## src/rtl/trap_ctrl.sv

```systemverilog
// Machine-mode trap entry / MRET return sequencer.
// Arbitrates exceptions and interrupts, builds CSR update words, redirects fetch.
module trap_ctrl #(
    parameter int XLEN      = 32,
    parameter int VECTOR_EN = 1
) (
    input  logic            clk_i,
    input  logic            rst_i,
    input  logic            exc_valid_i,
    input  logic [3:0]      exc_cause_i,
    input  logic [XLEN-1:0] exc_pc_i,
    input  logic [XLEN-1:0] exc_tval_i,
    input  logic            mret_i,
    input  logic            commit_valid_i,
    input  logic [XLEN-1:0] commit_pc_i,
    input  logic            irq_ext_i,
    input  logic            irq_tim_i,
    input  logic            irq_sw_i,
    input  logic [XLEN-1:0] mstatus_i,
    input  logic [XLEN-1:0] mie_i,
    input  logic [XLEN-1:0] mtvec_i,
    input  logic [XLEN-1:0] mepc_i,
    input  logic            redirect_ready_i,
    output logic            we_exc_o,
    output logic            is_int_o,
    output logic [XLEN-1:0] mcause_o,
    output logic [XLEN-1:0] mepc_o,
    output logic [XLEN-1:0] mtval_o,
    output logic [XLEN-1:0] mstatus_o,
    output logic [XLEN-1:0] mip_o,
    output logic            flush_o,
    output logic            busy_o,
    output logic            redirect_valid_o,
    output logic [XLEN-1:0] redirect_pc_o
);

    typedef enum logic [1:0] {
        IDLE  = 2'd0,
        ENTER = 2'd1,
        RET   = 2'd2,
        REDIR = 2'd3
    } state_t;

    state_t r_state;
    state_t w_state_nxt;

    logic [XLEN-1:0] r_mcause;
    logic [XLEN-1:0] r_mepc;
    logic [XLEN-1:0] r_mtval;
    logic [XLEN-1:0] r_mstatus;
    logic [XLEN-1:0] r_mip;
    logic [XLEN-1:0] r_redir_pc;
    logic            r_is_int;

    logic            w_ext_ok;
    logic            w_tim_ok;
    logic            w_sw_ok;
    logic            w_int_any;
    logic [3:0]      w_int_code;
    logic            w_take_exc;
    logic            w_take_ret;
    logic            w_take_int;
    logic            w_accept;
    logic            w_vectored;
    logic [XLEN-1:0] w_tvec_base;
    logic [XLEN-1:0] w_int_off;
    logic [XLEN-1:0] w_mstatus_trap;
    logic [XLEN-1:0] w_mstatus_ret;

    // Interrupt eligibility and fixed priority ext > sw > tim.
    always_comb begin
        w_ext_ok   = commit_valid_i & mstatus_i[3] & irq_ext_i & mie_i[11];
        w_sw_ok    = commit_valid_i & mstatus_i[3] & irq_sw_i  & mie_i[3];
        w_tim_ok   = commit_valid_i & mstatus_i[3] & irq_tim_i & mie_i[7];
        w_int_any  = w_ext_ok | w_sw_ok | w_tim_ok;
        w_int_code = 4'd0;
        if (w_ext_ok) begin
            w_int_code = 4'd11;
        end else if (w_sw_ok) begin
            w_int_code = 4'd3;
        end else if (w_tim_ok) begin
            w_int_code = 4'd7;
        end
        w_take_exc = exc_valid_i;
        w_take_ret = !exc_valid_i && mret_i;
        w_take_int = !exc_valid_i && !mret_i && w_int_any;
        w_accept   = w_take_exc | w_take_ret | w_take_int;
    end

    // Trap vector target and mstatus update words.
    always_comb begin
        w_vectored  = (VECTOR_EN != 0) && (mtvec_i[1:0] == 2'b01);
        w_tvec_base = {mtvec_i[XLEN-1:2], 2'b00};
        w_int_off   = {{(XLEN-6){1'b0}}, w_int_code, 2'b00};
        w_mstatus_trap        = mstatus_i;
        w_mstatus_trap[7]     = mstatus_i[3];
        w_mstatus_trap[3]     = 1'b0;
        w_mstatus_trap[12:11] = 2'b11;
        w_mstatus_ret         = mstatus_i;
        w_mstatus_ret[3]      = mstatus_i[7];
        w_mstatus_ret[7]      = 1'b1;
        w_mstatus_ret[12:11]  = 2'b11;
    end

    // State register.
    always_ff @(posedge clk_i or posedge rst_i) begin
        if (rst_i) begin
            r_state <= IDLE;
        end else begin
            r_state <= w_state_nxt;
        end
    end

    // Next state and state-decoded strobes.
    always_comb begin
        w_state_nxt      = r_state;
        flush_o          = 1'b0;
        we_exc_o         = 1'b0;
        is_int_o         = 1'b0;
        busy_o           = 1'b1;
        redirect_valid_o = 1'b0;
        case (r_state)
            IDLE: begin
                busy_o  = 1'b0;
                flush_o = w_accept;
                if (w_take_ret) begin
                    w_state_nxt = RET;
                end else if (w_accept) begin
                    w_state_nxt = ENTER;
                end
            end
            ENTER: begin
                we_exc_o    = 1'b1;
                is_int_o    = r_is_int;
                w_state_nxt = REDIR;
            end
            RET: begin
                we_exc_o    = 1'b1;
                w_state_nxt = REDIR;
            end
            REDIR: begin
                redirect_valid_o = 1'b1;
                if (redirect_ready_i) begin
                    w_state_nxt = IDLE;
                end
            end
            default: begin
                w_state_nxt = IDLE;
            end
        endcase
    end

    // Latch CSR update words and redirect target at the accepting cycle.
    always_ff @(posedge clk_i or posedge rst_i) begin
        if (rst_i) begin
            r_mcause   <= '0;
            r_mepc     <= '0;
            r_mtval    <= '0;
            r_mstatus  <= '0;
            r_redir_pc <= '0;
            r_is_int   <= 1'b0;
        end else if (r_state == IDLE) begin
            if (w_take_exc) begin
                r_mcause   <= {{(XLEN-4){1'b0}}, exc_cause_i};
                r_mepc     <= exc_pc_i;
                r_mtval    <= exc_tval_i;
                r_mstatus  <= w_mstatus_trap;
                r_redir_pc <= w_tvec_base;
                r_is_int   <= 1'b0;
            end else if (w_take_ret) begin
                r_mepc     <= mepc_i;
                r_mstatus  <= w_mstatus_ret;
                r_redir_pc <= {mepc_i[XLEN-1:2], 2'b00};
                r_is_int   <= 1'b0;
            end else if (w_take_int) begin
                r_mcause   <= {1'b1, {(XLEN-5){1'b0}}, w_int_code};
                r_mepc     <= commit_pc_i;
                r_mtval    <= '0;
                r_mstatus  <= w_mstatus_trap;
                r_redir_pc <= w_vectored ? (w_tvec_base + w_int_off)
                                         : w_tvec_base;
                r_is_int   <= 1'b1;
            end
        end
    end

    // Pending-interrupt snapshot, sampled every cycle.
    always_ff @(posedge clk_i or posedge rst_i) begin
        if (rst_i) begin
            r_mip <= '0;
        end else begin
            r_mip     <= '0;
            r_mip[11] <= irq_ext_i;
            r_mip[7]  <= irq_tim_i;
            r_mip[3]  <= irq_sw_i;
        end
    end

    assign mcause_o      = r_mcause;
    assign mepc_o        = r_mepc;
    assign mtval_o       = r_mtval;
    assign mstatus_o     = r_mstatus;
    assign mip_o         = r_mip;
    assign redirect_pc_o = r_redir_pc;

endmodule

```

## config.mk

```make
export PLATFORM = sky130hd
export DESIGN_NAME = trap_ctrl
export DESIGN_NICKNAME = d
export VERILOG_FILES = /design/src/rtl/trap_ctrl.sv
export SDC_FILE = /design/constraint.sdc
export NUM_CORES = 1
export LEC_CHECK = 0
export ABC_CLOCK_PERIOD_IN_PS = 5350
export BUFFER_PORTS_ARGS = -buffer_cell sky130_fd_sc_hd__buf_2
export CELL_PAD_IN_SITES_DETAIL_PLACEMENT = 0
export CELL_PAD_IN_SITES_GLOBAL_PLACEMENT = 1
export CORE_MARGIN = 8
export CORE_UTILIZATION = 31
export DETAILED_ROUTE_END_ITERATION = 7
export PLACE_DENSITY = 0.85
export SLEW_MARGIN = 5
export SYNTH_ARGS = -nofsm -noshare
export SYNTH_HDL_FRONTEND = slang
export SYNTH_SLANG_ARGS = --single-unit
```

## constraint.sdc

```tcl
create_clock -name clk_i -period 5.35 [get_ports clk_i]
set_clock_uncertainty 0.05 [all_clocks]
set_input_delay 1.07 -clock clk_i [delete_from_list [all_inputs] [get_ports clk_i]]
set_output_delay 1.07 -clock clk_i [all_outputs]
set_load 0.02 [all_outputs]
```

==> results of run 1 <==
## state kept, by name, indices dropped and copies added (netlist names)
register / cells
r_state: 2
r_is_int: 1
mepc_o: 32
mstatus_o: 31
redirect_pc_o: 30
mtval_o: 32
mip_o: 3
mcause_o: 5
## through the flow
step                      area, um^2  instances  worst slack [ps]  hold slack (ps)  util [%]
after floorplan                 7610        899               591              389         -
after global routing            9760       1493              1310              444      41.6
after CTS                       9760       1493              1350              423      41.6
after global placement          9140       1461              1100              396      38.9
after detailed placement        9140       1461              1030              406      38.9
final                           9760       1493              1400              419      41.6
## tightest hold or removal path, delay by kind of cell, from the launching register on
family | cells | cell delay [ps]
flip-flops | 1 | 330
AND/OR/NAND/NOR | 2 | 100
## final cells by class
class / count / share of cell area (%)
Clock buffer: 17 / 4.36
Multi-Input combinational cell: 637 / 35.6
Tap cell: 319 / 4.09
Clock inverter: 15 / 2.00
Sequential cell: 136 / 34.9
Inverter: 14 / 0.590
Timing Repair Buffer: 355 / 18.5
## metal layers
| layer | up-vias | global-route usage (%) | wire [um] |
|---|---|---|---|
| met1 | 3418 | 25.0 | 12500 |
| met5 | - | 0 | 40 |
| li1 | 3466 | - | - |
| met3 | 28 | 6.02 | 2620 |
| met4 | 8 | 4.73 | 391 |
| met2 | 340 | 31.8 | 14000 |
## worst max-delay path by stage
stage | slack, ps | cells past startpoint | endpoint | from
finish | 1400 | 6 | flush_o | mie_i[11]
CTS | 1350 | 6 | flush_o | mie_i[11]
detailed placement | 1030 | 12 | redirect_pc_o[18]$_DFFE_PP0P_ | irq_ext_i
floorplan | 590 | 1 | mcause_o[0]$_DFFE_PP0P_ | rst_i
global placement | 1100 | 12 | redirect_pc_o[18]$_DFFE_PP0P_ | irq_ext_i
global route | 1310 | 6 | flush_o | mie_i[11]
## logic make-up after synthesis
group	synth area share [%]
other	0.0507
AND/OR/NAND/NOR	17.9
AO/OA/AOI/OAI	19.6
multiplexers	2.98
flip-flops	46.0
XOR/XNOR	1.66
adder cells (fa/ha/maj)	1.62
buffers and inverters	10.2
## cell usage after synthesis (all sizes together) (6+ instances only)
cell | number | share of area (%)
a21oi | 72 | 4.9
a22o | 34 | 4.0
a31oi | 7 | 0.59
and2 | 7 | 0.59
and3 | 9 | 0.76
buf | 93 | 8.6
clkbuf | 19 | 0.96
dfrtp | 136 | 46
ha | 8 | 1.4
inv | 14 | 0.71
mux2i | 22 | 3.0
nand2 | 191 | 9.7
nand3 | 13 | 0.88
nand4 | 14 | 1.2
nor2 | 54 | 2.7
nor3 | 6 | 0.47
o21ai | 57 | 3.9
o221ai | 9 | 1.1
xor2 | 12 | 1.4
## placed cells by master (no fill, tap or decap), types with 9 or more instances in the layout
| cell | n |
|---|---|
| a21oi_1 | 72 |
| mux2i_1 | 22 |
| nand2_1 | 190 |
| o221ai_1 | 9 |
| nor2_1 | 53 |
| dfrtp_1 | 136 |
| buf_4 | 12 |
| clkbuf_16 | 17 |
| nand3_1 | 13 |
| conb_1 | 58 |
| buf_2 | 343 |
| and3_1 | 9 |
| o21ai_0 | 57 |
| nand4_1 | 14 |
| xor2_1 | 12 |
| a22o_1 | 34 |
| inv_1 | 12 |
## power breakdown
group          total [uW]  internal [uW]  switching [uW]
registers            1750           1510             238
clock network        1260            717             546
logic                2360            774            1590
total                5370           3000            2370
==> out/metrics.yaml, run 1 <==
wl_um: 29600
crit_fanout: 64
cts_buffer_depth: 2
synth_cell_type_count: 60
crit_path_cell_trace: "buf_2 > a222oi_1 > buf_4 > a211o_4 > inv_2 > buf_2"
routed_via_density: 4.86
core_area_um2: 23500
async_flop_share_pct: 100
clock.fmax_mhz: 253
grt_pass1_wl_um: 43400
drv_cap: 0
clk_latency_ps: 410
io_buffers: 344
start_util_pct: 31.5
drive_gt1_share_pct: 33.7
syn_to_final_growth_pct: 31.9
crit_path_start_kind: "input pin"
final-seq-area_um2: 3400
multi_input_area_um2: 3470
cp_common_cell: "buf_2"
hpwl_um: 22100
cp_num_buf_inv: 4
finalSetupViolations: 0
drtIter0Drc: 597
worstHoldStart: "mstatus_o[8]$_DFFE_PP0P_"
end_kind: "output pin"
cp.arrival_ps: 2830
whs_path_depth: 2
outcome: "complete, no violations"
diodes: 0
fp-row-count: 56
synth-main-ff-cell: "dfrtp_1"
overflow: 0
clock_sinks: 136
reg2reg_slack_ps: 1800
hold_viol: 0
clockRootBuffer: "clkbuf_16"
grt_max_degree: 102
drtPass1Iterations: 5
clk_pin_slew_ps: 60
fin_total_pwr_uw: 5370
slew_headroom_pct: 21.3
p_leak_uw: 0.00506
hold_class: "reg2reg"
required_ps: 4230
die_w_um: 171
cp_slowest_cell: "a222oi_1"
htreeDepth: 4
vias: 7260
worst_pin_slew_ps: 1170
die_y_um: 171
antenna_found_initial: 5
worstReg2RegEnd: "redirect_pc_o[31]$_DFFE_PP0P_"
finalSetupTns_ps: 0
grt_usage_pct: 19.5
hold_end: "mstatus_o[8]$_DFFE_PP0P_"
irDropWorstVdd_v: 0.000246
yosysWarnings: 0
min_period_ps: 3950
wl_per_cell_um: 19.8
finalMaxSlewViolations: 0
reg2reg_depth: 8
rsz0062_at_grt: "no"
synth-seq-area-share_pct: 46.0
synth_seq_cells: 136
path_class: "in2out"
numCtsBuffers: 17
io_pins: 434
post-route-drc-count: 0
cts_setup_buffers: 0
cts_tree: "built"
fin_crit_sh_pct: 73.8
ant_nets: 0
timing.rr.start: "r_state[1]$_DFFE_PP0P_"
syn_inst: 842
cts_resized: 0
gp_congestion: 0.808
synth_enable_flop_cells: 0
grt_pass1_vias: 7232
cts_hold_buffers: 0
path_delay_family: "compound AO/OA/AOI/OAI gates"
syn_area_um2: 7400
die-area_um2: 29100
avgSynthCellArea_um2: 8.79
max_stage_delay_ps: 560
finalNetCount: 1407
fillers: 2426
p_per_area_nw_per_um2: 550
Note: power is estimated with default switching activity, not from simulation.
==> run 2: changes to the inputs <==
--- a/config.mk
+++ b/config.mk
@@ -5,14 +5,15 @@
 export SDC_FILE = /design/constraint.sdc
 export NUM_CORES = 1
 export LEC_CHECK = 0
-export ABC_CLOCK_PERIOD_IN_PS = 5350
+export ABC_AREA = 1
+export ABC_CLOCK_PERIOD_IN_PS = 3600
 export BUFFER_PORTS_ARGS = -buffer_cell sky130_fd_sc_hd__buf_2
 export CELL_PAD_IN_SITES_DETAIL_PLACEMENT = 0
 export CELL_PAD_IN_SITES_GLOBAL_PLACEMENT = 1
 export CORE_MARGIN = 8
-export CORE_UTILIZATION = 31
+export CORE_UTILIZATION = 27
 export DETAILED_ROUTE_END_ITERATION = 7
-export PLACE_DENSITY = 0.85
+export PLACE_DENSITY = 0.8
 export SLEW_MARGIN = 5
 export SYNTH_ARGS = -nofsm -noshare
 export SYNTH_HDL_FRONTEND = slang
==> constraint.sdc (replaced) <==
create_clock -name clk_i -period 3.6 [get_ports clk_i]
set_clock_uncertainty 0.05 [all_clocks]
set_input_delay 0.72 -clock clk_i [delete_from_list [all_inputs] [get_ports clk_i]]
set_output_delay 0.72 -clock clk_i [all_outputs]
set_load 0.02 [all_outputs]
==> out/metrics.yaml, run 2 <==
hold_viol: 0
hold_class: "in2async"
finalMaxSlewViolations: 0
synth-main-ff-cell: "dfrtp_1"
final-seq-area_um2: 3400
rsz0062_at_grt: "no"
yosys.area.top_type: "dfrtp_1"
die_y_um: 182
synth_area_leaders: "dfrtp_1, nand2_1, buf_4"
overflow: 0
fp-row-count: 61
dpl.cell_count: 1595
irDropWorstVdd_v: 0.000274
p_leak_uw: 0.00527
grt_max_degree: 83
finalSetupViolations: 0
wl_per_cell_um: 18.3
vias: 7389
finalSetupTns_ps: 0
clock_sinks: 136
synth_enable_flop_cells: 0
drv_cap: 0
async_flop_share_pct: 100
synth_seq_cells: 136
clockRootBuffer: "clkbuf_16"
p_per_area_nw_per_um2: 815
wl_um: 29800
antenna_found_initial: 5
required_ps: 3860
cts_resized: 0
avgSynthCellArea_um2: 7.97
min_period_ps: 2860
synth_commonest_cells: "nand2_1, dfrtp_1, nor2_1"
worst_pin_slew_ps: 939
routed_via_density: 4.54
cts_setup_buffers: 0
layout_common_cells: "buf_2, nand2_1, dfrtp_1"
core_area_um2: 27500
clk_pin_slew_ps: 70
die_w_um: 182
grt_pass1_vias: 7671
grt_usage_pct: 17.4
synth_top_area_share_pct: 45.6
cp_slowest_cell: "fa_1"
path_class: "in2reg"
end_kind: "flip-flop"
synth-seq-area-share_pct: 45.6
max_stage_delay_ps: 400
clk_latency_ps: 420
gp_congestion: 0.852
fin_cells: 1628
cp.arrival_ps: 3120
crit_path_cell_trace: "buf_2 > nand2_2 > inv_2 > nand3_1 > nand2_2 > nor2_4 > inv_1 > ha_1 > inv_1 > fa_1 > inv_1 > nand3_1 > nand2_1 > nand2_1 > nor2_1 > nand2_1 > nor2_1 > nand2_1 > nand3_1 > nand3_1"
io_buffers: 344
htreeDepth: 4
yosysWarnings: 0
worst_slack_ps: 743
syn_to_final_growth_pct: 32.1
path_delay_family: "simple AND/OR/NAND/NOR gates"
grt_pass1_wl_um: 44600
fin_crit_sh_pct: 79.4
syn_area_um2: 7460
cts_buffer_depth: 2
syn_inst: 936
slew_headroom_pct: 37.4
power_frac_clock_pct: 21.5
crit_path_start_kind: "input pin"
cp_num_buf_inv: 5
fillers: 2967
cts_hold_buffers: 0
clock.fmax_mhz: 350
ant_nets: 0
crit_fanout: 4
comb_power_share_pct: 45.7
p_int_uw: 4420
start_util_pct: 27.1
synth_cell_type_count: 40
finalNetCount: 1514
outcome: "complete, no violations"
io_pins: 434
die-area_um2: 33200
post-route-drc-count: 0
post-place-ws_ps: 343
drtIter0Drc: 285
layout.cells.most_common: "buf_2"
p_sw_uw: 3600
p_sw_share_pct: 44.9
seq_power_share_pct: 32.8
synth_most_common_cell: "nand2_1"
drive_gt1_share_pct: 31.8
multi_input_area_um2: 3360
numCtsBuffers: 17
hpwl_um: 23000
drtPass1Iterations: 4
cts_tree: "built"
run 2: cell types whose count changed after synthesis, moves of 15 or more:
cell	previous run	this run
o21ai_0	57	27
nand4_1	14	29
nor2_1	54	94
nand2_1	190	294
a21oi_1	72	23
mux2i_1	22	0
inv_1	13	61
nand3_1	13	31
run 2: tightest hold or removal path, delay by kind of cell:
family,cells,cell delay (ps)
buffers and inverters,3,510
run 2: area by class of cell:
| class | instances | share of cell area (%) |
|---|---|---|
| antenna | 1 | 0.0254 |
| tap | 346 | 4.39 |
| inverter | 64 | 2.50 |
| clock inverter | 15 | 1.47 |
| timing repair buffer | 358 | 18.7 |
| sequential | 136 | 34.5 |
| multi-input combinational | 691 | 34.1 |
| clock buffer | 17 | 4.32 |
run 2: worst paths after layout:
| check | from | end | slack, ps | depth (start not counted) |
|---|---|---|---|---|
| max | mstatus_i[3] | redirect_pc_o[30]$_DFFE_PP0P_ | 740 | 20 |
| min | rst_i | mip_o[3]$_DFF_PP0_ | 340 | 3 |
| max reg2reg | r_state[1]$_DFFE_PP0P_ | mtval_o[9]$_DFFE_PP0P_ | 1460 | 5 |
| min reg2reg | mcause_o[31]$_DFFE_PP0P_ | mcause_o[31]$_DFFE_PP0P_ | 420 | 2 |
| max in group asynchronous | rst_i | mepc_o[14]$_DFFE_PP0P_ | 2420 | 3 |
| min in group clk_i | irq_sw_i | mip_o[3]$_DFF_PP0_ | 370 | 1 |
run 2: through the flow:
step	hold WS, ps	util [%]	power, uW	instance area, um^2
2_1_floorplan	400	-	5050	7670
3_3_place_gp	405	33.8	6320	9280
3_5_place_dp	407	33.8	6390	9280
4_1_cts	337	35.9	8170	9850
5_1_grt	340	35.9	8610	9850
6_report	340	35.9	8030	9850
run 2: layer usage:
| layer | GRT usage, % | vias up | wire (um) |
|---|---|---|---|
| met5 | 0 | - | 53 |
| met4 | 5.02 | 8 | 518 |
| li1 | - | 3604 | - |
| met3 | 5.61 | 36 | 2270 |
| met2 | 30.2 | 296 | 14600 |
| met1 | 20.3 | 3445 | 12300 |
run 2: power groups by stage:
stage                     Sequential (uW)  Combinational, uW  Clock [uW]
final                                2630               3670        1720
after global routing                 2720               4030        1860
after CTS                            2630               3750        1790
after detailed placement             2650               3740           0
after global placement               2630               3690           0
after floorplan                      3520               1530           0
run 2: cell families (layout without fill, tap and decap cells):
group,Yosys count,in the layout,share of synthesized area (%)
buffers and inverters,166,454,12.2
AOI/OAI and AO/OA,142,142,12.9
DFF,136,136,45.6
and+or+nand+nor,471,471,26.3
adders and majority gates,9,9,1.61
xor gates and xnor gates,11,11,1.29
other,1,59,0.0503
